## config.mk

```make
export PLATFORM = sky130hd
export DESIGN_NAME = score_ctrl_flat
export DESIGN_NICKNAME = d
export VERILOG_FILES = /design/src/rtl/score_ctrl_if.sv /design/src/rtl/score_ctrl.sv /design/src/flat_wrapper.sv
export SDC_FILE = /design/constraint.sdc
export NUM_CORES = 1
export LEC_CHECK = 0
export CAP_MARGIN = 20
export CORE_ASPECT_RATIO = 0.8
export CORE_MARGIN = 2
export CORE_UTILIZATION = 42
export CTS_BUF_LIST = sky130_fd_sc_hd__clkbuf_8
export DETAILED_ROUTE_END_ITERATION = 12
export GPL_TIMING_DRIVEN = 0
export HOLD_SLACK_MARGIN = 0.08
export PLACE_DENSITY = 0.7
export SLEW_MARGIN = 30
export SYNTH_ARGS = -nofsm -noshare
export SYNTH_HDL_FRONTEND = slang
export SYNTH_SLANG_ARGS = --single-unit
```

## constraint.sdc

```tcl
create_clock -name clk -period 4.45 [get_ports clk]
set_input_delay 0.89 -clock clk [delete_from_list [all_inputs] [get_ports clk]]
set_output_delay 0.89 -clock clk [all_outputs]
set_load 0.01 [all_outputs]
```

## src/rtl/score_ctrl_if.sv

```systemverilog
// score_ctrl_if: control inputs and status outputs of the game-session sequencer.
//   start/pause/goal : player and maze controls (driven by the master)
//   state            : 0 IDLE, 1 PLAY, 2 PAUSE, 3 WIN, 4 LOSE
//   sec_tick         : one-cycle pulse with each score decrement
//   score_cnt        : live score
//   final_score      : score latched at game end
//   high_score       : best WIN score since reset
//   new_high         : last WIN beat the previous high score
interface score_ctrl_if;
  logic        start;
  logic        pause;
  logic        goal;
  logic [2:0]  state;
  logic        sec_tick;
  logic [15:0] score_cnt;
  logic [15:0] final_score;
  logic [15:0] high_score;
  logic        new_high;

  modport master (
    output start, pause, goal,
    input  state, sec_tick, score_cnt, final_score, high_score, new_high
  );

  modport slave (
    input  start, pause, goal,
    output state, sec_tick, score_cnt, final_score, high_score, new_high
  );
endinterface

```

## src/rtl/score_ctrl.sv

```systemverilog
// score_ctrl: game-session sequencer for the labyrinth score datapath.
// Runs IDLE/PLAY/PAUSE/WIN/LOSE, charges one PENALTY per CLK_HZ cycles of
// play, latches the final score at game end and keeps the session high score.
// Ports:
//   clk   - system clock
//   reset - asynchronous, active-high reset
//   bus   - score_ctrl_if.slave (controls in, status out)
module score_ctrl #(
  parameter int unsigned CLK_HZ     = 100_000_000,
  parameter int unsigned PENALTY    = 65,
  parameter logic [15:0] SCORE_INIT = 16'hFFFF
) (
  input  logic          clk,
  input  logic          reset,
  score_ctrl_if.slave   bus
);

  localparam int unsigned      DIV_W    = $clog2(CLK_HZ);
  localparam logic [DIV_W-1:0] DIV_LAST = DIV_W'(CLK_HZ - 1);
  localparam logic [15:0]      PEN      = 16'(PENALTY);

  typedef enum logic [2:0] {
    S_IDLE  = 3'd0,
    S_PLAY  = 3'd1,
    S_PAUSE = 3'd2,
    S_WIN   = 3'd3,
    S_LOSE  = 3'd4
  } state_e;

  state_e           state_q, state_d;
  logic [DIV_W-1:0] div_q, div_d;
  logic [15:0]      score_q, score_d;
  logic [15:0]      final_q, final_d;
  logic [15:0]      high_q, high_d;
  logic             new_high_q, new_high_d;
  logic             sec_tick_q, sec_tick_d;

  logic             tick_due;
  logic [15:0]      score_sat;

  always_comb begin
    tick_due  = (state_q == S_PLAY) && (div_q == DIV_LAST);
    score_sat = (score_q < PEN) ? '0 : score_q - PEN;
  end

  // State register
  always_ff @(posedge clk or posedge reset) begin
    if (reset) begin
      state_q    <= S_IDLE;
      div_q      <= '0;
      score_q    <= '0;
      final_q    <= '0;
      high_q     <= '0;
      new_high_q <= 1'b0;
      sec_tick_q <= 1'b0;
    end else begin
      state_q    <= state_d;
      div_q      <= div_d;
      score_q    <= score_d;
      final_q    <= final_d;
      high_q     <= high_d;
      new_high_q <= new_high_d;
      sec_tick_q <= sec_tick_d;
    end
  end

  // Next-state logic; in PLAY the priority is goal > timeout > pause
  always_comb begin
    state_d = state_q;
    unique case (state_q)
      S_IDLE:  if (bus.start) state_d = S_PLAY;
      S_PLAY: begin
        if (bus.goal)                         state_d = S_WIN;
        else if (tick_due && score_sat == '0) state_d = S_LOSE;
        else if (bus.pause)                   state_d = S_PAUSE;
      end
      S_PAUSE: if (bus.pause) state_d = S_PLAY;
      S_WIN,
      S_LOSE:  if (bus.start) state_d = S_IDLE;
      default: state_d = S_IDLE;
    endcase
  end

  // Registered-output / datapath next values
  always_comb begin
    div_d      = div_q;
    score_d    = score_q;
    final_d    = final_q;
    high_d     = high_q;
    new_high_d = new_high_q;
    sec_tick_d = 1'b0;
    unique case (state_q)
      S_IDLE: begin
        if (bus.start) begin
          div_d      = '0;
          score_d    = SCORE_INIT;
          new_high_d = 1'b0;
        end
      end
      S_PLAY: begin
        if (bus.goal) begin
          // A tick landing on the goal edge is dropped: final is the pre-tick score.
          div_d   = '0;
          final_d = score_q;
          if (score_q > high_q) begin
            high_d     = score_q;
            new_high_d = 1'b1;
          end else begin
            new_high_d = 1'b0;
          end
        end else if (tick_due) begin
          // A tick wins over a same-cycle pause; a saturated zero ends the game.
          div_d      = '0;
          sec_tick_d = 1'b1;
          score_d    = score_sat;
          if (score_sat == '0) final_d = '0;
        end else if (!bus.pause) begin
          div_d = div_q + 1'b1;
        end
      end
      default: ;
    endcase
  end

  // Outputs
  assign bus.state       = state_q;
  assign bus.sec_tick    = sec_tick_q;
  assign bus.score_cnt   = score_q;
  assign bus.final_score = final_q;
  assign bus.high_score  = high_q;
  assign bus.new_high    = new_high_q;

endmodule

```

## src/flat_wrapper.sv

```systemverilog
// flat-port wrapper written by rule: the top's interface ports become plain ports
module score_ctrl_flat 
#(
  parameter int unsigned CLK_HZ     = 100_000_000,
  parameter int unsigned PENALTY    = 65,
  parameter logic [15:0] SCORE_INIT = 16'hFFFF
)
  (clk, reset, bus_start, bus_pause, bus_goal, bus_state, bus_sec_tick, bus_score_cnt, bus_final_score, bus_high_score, bus_new_high);
  score_ctrl_if bus_i ();
  input  logic clk;
  input  logic reset;
  input wire logic [$bits(bus_i.start)-1:0] bus_start;
  input wire logic [$bits(bus_i.pause)-1:0] bus_pause;
  input wire logic [$bits(bus_i.goal)-1:0] bus_goal;
  output wire logic [$bits(bus_i.state)-1:0] bus_state;
  output wire logic [$bits(bus_i.sec_tick)-1:0] bus_sec_tick;
  output wire logic [$bits(bus_i.score_cnt)-1:0] bus_score_cnt;
  output wire logic [$bits(bus_i.final_score)-1:0] bus_final_score;
  output wire logic [$bits(bus_i.high_score)-1:0] bus_high_score;
  output wire logic [$bits(bus_i.new_high)-1:0] bus_new_high;
  assign bus_i.start = bus_start;
  assign bus_i.pause = bus_pause;
  assign bus_i.goal = bus_goal;
  assign bus_state = bus_i.state;
  assign bus_sec_tick = bus_i.sec_tick;
  assign bus_score_cnt = bus_i.score_cnt;
  assign bus_final_score = bus_i.final_score;
  assign bus_high_score = bus_i.high_score;
  assign bus_new_high = bus_i.new_high;
  score_ctrl #(.CLK_HZ(CLK_HZ), .PENALTY(PENALTY), .SCORE_INIT(SCORE_INIT)) u_core (.clk(clk), .reset(reset), .bus(bus_i));
endmodule
```

==> metrics.csv, run 1 <==
metric,value,unit
synth_fp_nets,647,
avgViaCountPerCell,6.00,
synth_cells,624,
htree_levels,3,
core,12300,um^2
clock_sinks,80,
criticalPathCategory,reg -> reg,
fmax,0.306,GHz
cts_tree,yes,
syn_area_per_cell,8.52,um^2
crit_buf_inv,3,
yosysMostFrequentCell,dfrtp_1,
run_status,"complete, no violations",
port_buffers,57,
slew_headroom,0.542,
pin_count,58,
start_util,0.434,
regArea,2000,um^2
critical-path-top-delay-family,compound AO/OA/AOI/OAI gates,
slowest_stage,o21ai_1,
fin_crit_sh,0.735,
overflow,0,
post-synth-top-area-cell,dfrtp_1,
worst_pin_slew,683,ps
slowest_delay,510,ps
crit_required,4710,ps
grt_usage,0.228,
hpwl,11.1,mm
grt_pass1_wl,24.7,mm
route.detailed.wl_per_inst,17.5,um
async_reset_ff_frac,1.00,
p_leak,2.81,nW
synth_top_flop_cell,dfrtp_1,
cts.path.max_buffers,2,
antenna_cells,0,
synth_edf_count,0,
ys_seq_area_frac,0.377,
holdBufCountCts,0,
fillers,1163,
synth_commonest_cells,"80 x dfrtp_1, 68 x nand2_1, 48 x inv_1, 44 x nand3_1, 44 x nor2_1",
first_pass_iters,6,
start_kind,flop,
gp_congestion,0.916,
die-width,130,um
fp.dieH,105,um
multi_input_area,2910,um^2
route.detailed.drc,0,
hold_viol,0,
drt_iter0_drc,553,
num_rows,36,
routed_wl,15.2,mm
maxSlewViolCount,0,
ant_nets,0,
whs,522,ps
antenna_found_initial,0,
dieArea,13600,um^2
synth_top_cell_area_share,0.377,
fin_crit,3270,ps
worst_ep_arrival_time,3530,ps
power_density,487,nW/um^2
end_kind,flop,
clock_latency,380,ps
cts_root_buffer,clkbuf_8,
min_path_type,reg -> reg,
post_cts_buffers,0,
setup_violations,0,
ys.warnings.count,0,
fin_skew,17.5,ps
cap_viol_max_count,0,
cts_buffers,9,
layout.nets,716,
ys_seq_elements,80,
vias,5214,
setup_tns,0,ps
area_growth,19.3,%
grt_max_degree,53,
path_clk_slew,80,ps
vdd_drop_max,0.000187,V
syn_area,5320,um^2
path_cells,buf_2 -> inv_1 -> ha_1 -> or3b_1 -> o21ai_1 -> and2_1 -> a21o_1 -> o2111a_2 -> nor2_8 -> buf_12 -> mux2i_1,
crit_path_max_fanout,10,
cts_resized,0,
grt_pass1_vias,4827,
synthTopCellsByArea,"dfrtp_1 38%, nand2_1 4.8%, ha_1 4.2%, nand3_1 4.1%, inv_1 3.4%",
drive_above_1_share,0.0774,
rsz0062_at_grt,false,
yosysUniqueCellTypes,63,
==> flip-flops by register name, indices dropped and copies added, names as in the netlist <==
register	flops
u_core.bus.new_high	1
u_core.bus.high_score	16
u_core.bus.score_cnt	16
u_core.bus.state	3
u_core.bus.sec_tick	1
u_core.div_q	27
u_core.bus.final_score	16
==> worst paths after layout <==
check	from	slack [ps]	depth (start not counted)	endpoint
setup / recovery	u_core.bus.score_cnt[0]$_DFFE_PP0P_	1180	11	u_core.bus.final_score[1]$_DFFE_PP0P_
hold / removal	u_core.bus.final_score[2]$_DFFE_PP0P_	520	2	u_core.bus.final_score[2]$_DFFE_PP0P_
setup reg to reg	u_core.bus.score_cnt[0]$_DFFE_PP0P_	1180	11	u_core.bus.final_score[1]$_DFFE_PP0P_
hold reg to reg	u_core.bus.final_score[2]$_DFFE_PP0P_	520	2	u_core.bus.final_score[2]$_DFFE_PP0P_
max in group asynchronous	reset	3050	3	u_core.bus.final_score[11]$_DFFE_PP0P_
min in group asynchronous	reset	850	2	u_core.bus.high_score[1]$_DFFE_PP0P_
==> per-stage QoR <==
| stage | power [W] | instances | setup WS (ps) | util | instance area, um^2 |
|---|---|---|---|---|---|
| floorplan | 0.00195 | 624 | 1510 | - | 5320 |
| global placement | 0.00245 | 852 | 123 | 0.498 | 6100 |
| detailed placement | 0.00250 | 853 | 1260 | 0.501 | 6130 |
| CTS | 0.00308 | 869 | 1230 | 0.517 | 6340 |
| global route | 0.00328 | 869 | 1010 | 0.517 | 6340 |
| finish | 0.00309 | 869 | 1180 | 0.517 | 6340 |
==> layer usage <==
layer / GRT usage / wire, um / vias up
li1: - / - / 2418
met2: 0.334 / 6870 / 230
met1: 0.328 / 6960 / 2539
met5: 0 / 0 / -
met4: 0.0822 / 301 / 0
met3: 0.0517 / 1060 / 27
==> worst reg2reg max path: stages, from the launching register on <==
cell and delay [ps]:
dfrtp_1 420, buf_2 210, inv_1 130, ha_1 300, or3b_1 460, o21ai_1 510, and2_1 350, a21o_1 160
o2111a_2 280, nor2_8 70, buf_12 160, mux2i_1 120
==> cells by family (layout without fill, tap and decap cells) <==
kind of cell    count (synthesis)  after routing  share of synthesized area
flops                          80             80                      0.377
xor+xnor                       18             18                     0.0297
fa+ha+maj                      18             18                     0.0424
simple gates                  256            256                      0.259
compound gates                141            141                      0.183
mux                            18             18                     0.0344
buf+inv                        93            167                     0.0751
==> cell usage in the layout, fill, tap and decap left out, types with 6 or more instances in the layout <==
| cell | n |
|---|---|
| a21o_1 | 7 |
| clkbuf_1 | 30 |
| o21ai_0 | 29 |
| o2111ai_1 | 17 |
| a31oi_1 | 8 |
| a21oi_1 | 33 |
| inv_1 | 47 |
| o31ai_1 | 6 |
| nand3_1 | 44 |
| clkdlybuf4s50_1 | 57 |
| buf_2 | 9 |
| mux2i_1 | 16 |
| nor3_1 | 14 |
| nand4_1 | 27 |
| nor4_1 | 12 |
| dfrtp_1 | 80 |
| nor2_1 | 44 |
| ha_1 | 18 |
| o311a_1 | 16 |
| nand2_1 | 68 |
| xnor2_1 | 18 |
| clkbuf_8 | 10 |
==> power breakdown <==
group | internal, W | switching, W | total, W
Combinational | 0.000616 | 0.000945 | 0.00156
Sequential | 0.000854 | 0.0000989 | 0.000953
Clock | 0.000276 | 0.000296 | 0.000572
Total | 0.00175 | 0.00134 | 0.00309
==> layout make-up <==
| type | instances | share of cell area |
|---|---|---|
| Buffer | 45 | 0.0345 |
| Multi-Input combinational cell | 451 | 0.460 |
| Sequential cell | 80 | 0.316 |
| Clock buffer | 10 | 0.0217 |
| Tap cell | 171 | 0.0338 |
| Clock inverter | 6 | 0.0109 |
| Inverter | 48 | 0.0292 |
| Timing Repair Buffer | 58 | 0.0944 |
Power figures use the tool's default switching activity.
==> inputs of run 2 (changes only) <==
clock period = 3.4 ns   (was 4.45 ns; I/O delays follow)
==> run 2 against run 1 <==
  * Worst setup slack lost 880 ps
  * Power grew 31%
  * Final cell count is the same
  * Die area is the same
  * Sequential power grew 31%
  * Non-clock buffer count is the same
  * Fmax grew 5.4%
  * Clock power grew 31%
  * Via count shrank 0.25%
  * Sequential cell count is the same
  * Largest cell class unchanged
  * Utilization is essentially flat
==> metrics.csv, run 2 (synthesis gave the netlist of run 1 again) <==
metric,value,unit
routed_wl,15.2,mm
gp_congestion,0.916,
cts_root_buffer,clkbuf_8,
drive_above_1_share,0.0788,
p_leak,2.81,nW
cts_buffers,9,
cts.path.max_buffers,2,
clock_sinks,80,
max_flop_register,u_core.div_q,
crit_required,3660,ps
pin_count,58,
layout.cells.non_filler,869,
overflow,0,
grt_usage,0.228,
min_path_type,reg -> reg,
worst_pin_slew,685,ps
power_density,637,nW/um^2
hpwl,11.1,mm
avgViaCountPerCell,5.99,
cts_tree,yes,
port_buffers,57,
run_status,"complete, no violations",
r2r_cells,11,
setup_violations,0,
timing.rr.start,u_core.bus.score_cnt[0]$_DFFE_PP0P_,
rsz0062_at_grt,false,
vias,5201,
area_growth,19.3,%
route.detailed.drc,0,
dp_slack,208,ps
post_cts_buffers,0,
dp_cells,853,
htree_levels,3,
cap_viol_max_count,0,
fin_skew,17.8,ps
most-common-layout-cells,"80 x dfrtp_1, 68 x nand2_1, 57 x clkdlybuf4s50_1",
dieArea,13600,um^2
fin_crit_sh,0.913,
hold_path_depth,2,
layout.nets,716,
start_kind,flop,
fp.dieH,105,um
criticalPathCategory,reg -> reg,
antenna_found_initial,0,
route.detailed.wl_per_inst,17.4,um
clock_latency,380,ps
hp-start,u_core.bus.final_score[2]$_DFFE_PP0P_,
crit_start,u_core.bus.score_cnt[0]$_DFFE_PP0P_,
placed_cell_area,6130,um^2
num_rows,36,
crit_path_max_fanout,10,
fin_util,0.518,
start_util,0.434,
grt_max_degree,53,
slew_headroom,0.540,
core,12300,um^2
first_pass_iters,5,
grt_pass1_vias,4827,
mostFrequentLayoutCell,dfrtp_1,
die-width,130,um
vdd_drop_max,0.000243,V
maxSlewViolCount,0,
grt_pass1_wl,24.7,mm
ant_nets,0,
worst_ep_arrival_time,3360,ps
fin_crit,3100,ps
antenna_cells,0,
hold_viol,0,
largest_reg_flops,27,
fin_ws,297,ps
end_kind,flop,
path_clk_slew,80,ps
fin_area,6340,um^2
drt_iter0_drc,553,
fmax,0.322,GHz
==> run 2: cell counts in the layout (fill, tap and decap cells not counted) <==
No cell type changed its count.
==> run 2: area by class of cell <==
cell class	count	area, um^2
well taps	171	214
clock buffers	10	138
flip-flops and latches	80	2000
multi-input cells	451	2920
plain buffers	45	219
repair buffers	58	598
inverters	48	185
clock inverters	6	68.8
fillers	1162	5910
==> run 2: final timing paths <==
| check | end | slack, ps |
|---|---|---|
| max | u_core.bus.final_score[1]$_DFFE_PP0P_ | 300 |
| min | u_core.bus.final_score[2]$_DFFE_PP0P_ | 520 |
| max reg2reg | u_core.bus.final_score[1]$_DFFE_PP0P_ | 300 |
| min reg2reg | u_core.bus.final_score[2]$_DFFE_PP0P_ | 520 |
| max in group asynchronous | u_core.bus.final_score[11]$_DFFE_PP0P_ | 2210 |
| min in group asynchronous | u_core.bus.high_score[1]$_DFFE_PP0P_ | 640 |
==> run 2: critical path, stage by stage, from the launching register on <==
cell      delay [ps]
dfrtp_1          420
buf_2            210
inv_1            130
ha_1             300
or3b_1           470
nor4_1           330
nand3_1          140
a311oi_2         350
o2111a_2         300
nor2_8            70
buf_12           160
mux2i_1          120
==> run 2: through the flow <==
step	power [W]	hold slack (ps)	TNS, ps
floorplan	0.00255	460	0
detailed placement	0.00327	515	0
global route	0.00429	559	0
global placement	0.00321	490	-56900
CTS	0.00403	529	0
finish	0.00404	522	0
==> run 2: power breakdown <==
part | switching, W | total (W) | internal [W]
clock | 0.000386 | 0.000748 | 0.000362
combinational | 0.00124 | 0.00204 | 0.000807
sequential | 0.000129 | 0.00125 | 0.00112
==> run 2: per-layer routing <==
| layer | vias up | global-route usage | part of all wire |
|---|---|---|---|
| met5 | - | 0 | 0 |
| met4 | 0 | 0.0822 | 0.021 |
| met3 | 29 | 0.0517 | 0.071 |
| met2 | 232 | 0.334 | 0.45 |
| met1 | 2522 | 0.328 | 0.46 |
| li1 | 2418 | - | - |
==> run 2: repair_timing <==
item	in CTS	in global routing
resized for setup	0	1
hold buffers	0	0
endpoints found under the setup margin	0	10
==> inputs of run 3 (changes only) <==
CAP_MARGIN = default   (was 20)
GPL_ROUTABILITY_DRIVEN = 0   (was default)
==> run 3 against run 2 <==
  * Clock power down 12%
  * Hold slack lost 5.2 ps
  * Die area unchanged
  * Design area down 0.53%
  * Routed wire length shrank 0.44%
  * Critical path depth stayed put
  * Critical path type unchanged
  * Critical endpoint is now u_core.bus.final_score[5]$_DFFE_PP0P_
  * Largest cell class unchanged
  * Largest power group unchanged
==> metrics.csv, run 3 (synthesis gave the netlist of run 1 again) <==
metric,value,unit
cts.path.max_buffers,2,
vias,5175,
layout.nets,716,
min_path_type,reg -> reg,
mostFrequentLayoutCell,dfrtp_1,
grt_pass1_vias,4945,
worst_ep_arrival_time,3430,ps
drive_above_1_share,0.0760,
grt_max_degree,63,
finalPower,0.00396,W
grt_usage,0.229,
power_density,628,nW/um^2
fin_util,0.515,
run_status,"complete, no violations",
p_leak,2.80,nW
fin_crit_sh,0.920,
grt_pass1_wl,25.0,mm
setup_tns,0,ps
crit_required,3700,ps
route.detailed.drc,0,
antenna_found_initial,0,
start_util,0.434,
whs,517,ps
drt_iter0_drc,569,
clock_latency,380,ps
maxSlewViolCount,0,
pin_count,58,
path_clk_slew,90,ps
end_kind,flop,
fin_crit,3130,ps
ant_nets,0,
criticalPathCategory,reg -> reg,
first_pass_iters,8,
most-common-layout-cells,"80 x dfrtp_1, 68 x nand2_1, 57 x clkdlybuf4s50_1",
crit_path_max_fanout,10,
cap_viol_max_count,0,
setup_violations,0,
hold_viol,0,
hpwl,11.0,mm
max_flop_register,u_core.div_q,
start_kind,flop,
vdd_drop_max,0.000335,V
cts_tree,yes,
cts_root_buffer,clkbuf_8,
slowest_delay,460,ps
antenna_cells,0,
dieArea,13600,um^2
route.detailed.wl_per_inst,17.4,um
overflow,0,
post_cts_buffers,0,
fp.dieH,105,um
largest_reg_flops,27,
path_cells,buf_2 -> inv_1 -> ha_1 -> or3b_1 -> nor4_1 -> nand3_1 -> a311oi_2 -> o2111a_2 -> nor2_8 -> buf_12 -> mux2i_1,
fin_skew,9.03,ps
num_rows,36,
holdBufCountCts,0,
rsz0062_at_grt,false,
worst_pin_slew,735,ps
port_buffers,57,
slowest_stage,or3b_1,
slew_headroom,0.507,
routed_wl,15.1,mm
htree_levels,3,
avgViaCountPerCell,5.96,
area_growth,18.7,%
fmax,0.320,GHz
core,12300,um^2
clock_sinks,80,
cts_buffers,9,
die-width,130,um
[run 3: cell types whose count changed in the layout (fill, tap and decap cells not counted)]
cell,delta
clkinv_2,+1
bufinv_16,-1
inv_1,+1
clkinv_4,-3
clkbuf_8,+1
[run 3: worst paths after layout]
| kind | start | endpoint | slack, ps | depth (start not counted) |
|---|---|---|---|---|
| max reg2reg | u_core.bus.score_cnt[0]$_DFFE_PP0P_ | u_core.bus.final_score[5]$_DFFE_PP0P_ | 270 | 11 |
| max | u_core.bus.score_cnt[0]$_DFFE_PP0P_ | u_core.bus.final_score[5]$_DFFE_PP0P_ | 270 | 11 |
| min reg2reg | u_core.div_q[6]$_DFFE_PP0P_ | u_core.div_q[6]$_DFFE_PP0P_ | 520 | 1 |
| max in group asynchronous | reset | u_core.bus.score_cnt[15]$_DFFE_PP0P_ | 2240 | 3 |
| min | u_core.div_q[6]$_DFFE_PP0P_ | u_core.div_q[6]$_DFFE_PP0P_ | 520 | 1 |
| min in group asynchronous | reset | u_core.bus.high_score[12]$_DFFE_PP0P_ | 610 | 2 |
[run 3: layer usage]
layer / up-vias / part of all wire / global-route usage
met5: - / 0 / 0
li1: 2416 / - / -
met2: 225 / 0.45 / 0.341
met1: 2508 / 0.46 / 0.337
met4: 0 / 0.015 / 0.0707
met3: 26 / 0.073 / 0.0415
[run 3: report_power, final]
part	internal [W]	switching, W
Clock	0.000296	0.000363
Combinational	0.000807	0.00124
Sequential	0.00112	0.000132
Total	0.00222	0.00174
[run 3: critical path, delay by kind of cell (launching register included)]
kind                     cells  cell delay [ps]
AND/OR/NAND/NOR              4             1030
AO/OA/AOI/OAI                2              630
buffers and inverters        3              490
flip-flops                   1              430
adder cells (fa/ha/maj)      1              300
multiplexers                 1              160
[run 3: cell type report]
cell class | instances | area [um^2]
Multi-Input combinational cell | 451 | 2920
Buffer | 45 | 219
Timing Repair Buffer | 58 | 598
Sequential cell | 80 | 2000
Tap cell | 171 | 214
Inverter | 48 | 185
Fill cell | 1166 | 5940
Clock inverter | 4 | 21.3
Clock buffer | 11 | 151
[run 3: repair_timing]
item                       CTS  global route
setup endpoints to repair    0            10
hold endpoints to repair     0             0
resized for setup            0             1
[run 3: per-stage QoR]
step                cells  instance area [um^2]  setup slack, ps
finish                868                  6310              272
global route          868                  6310             78.7
CTS                   868                  6300              152
detailed placement    853                  6130              170
global placement      852                  6100             -733
floorplan             624                  5320              607
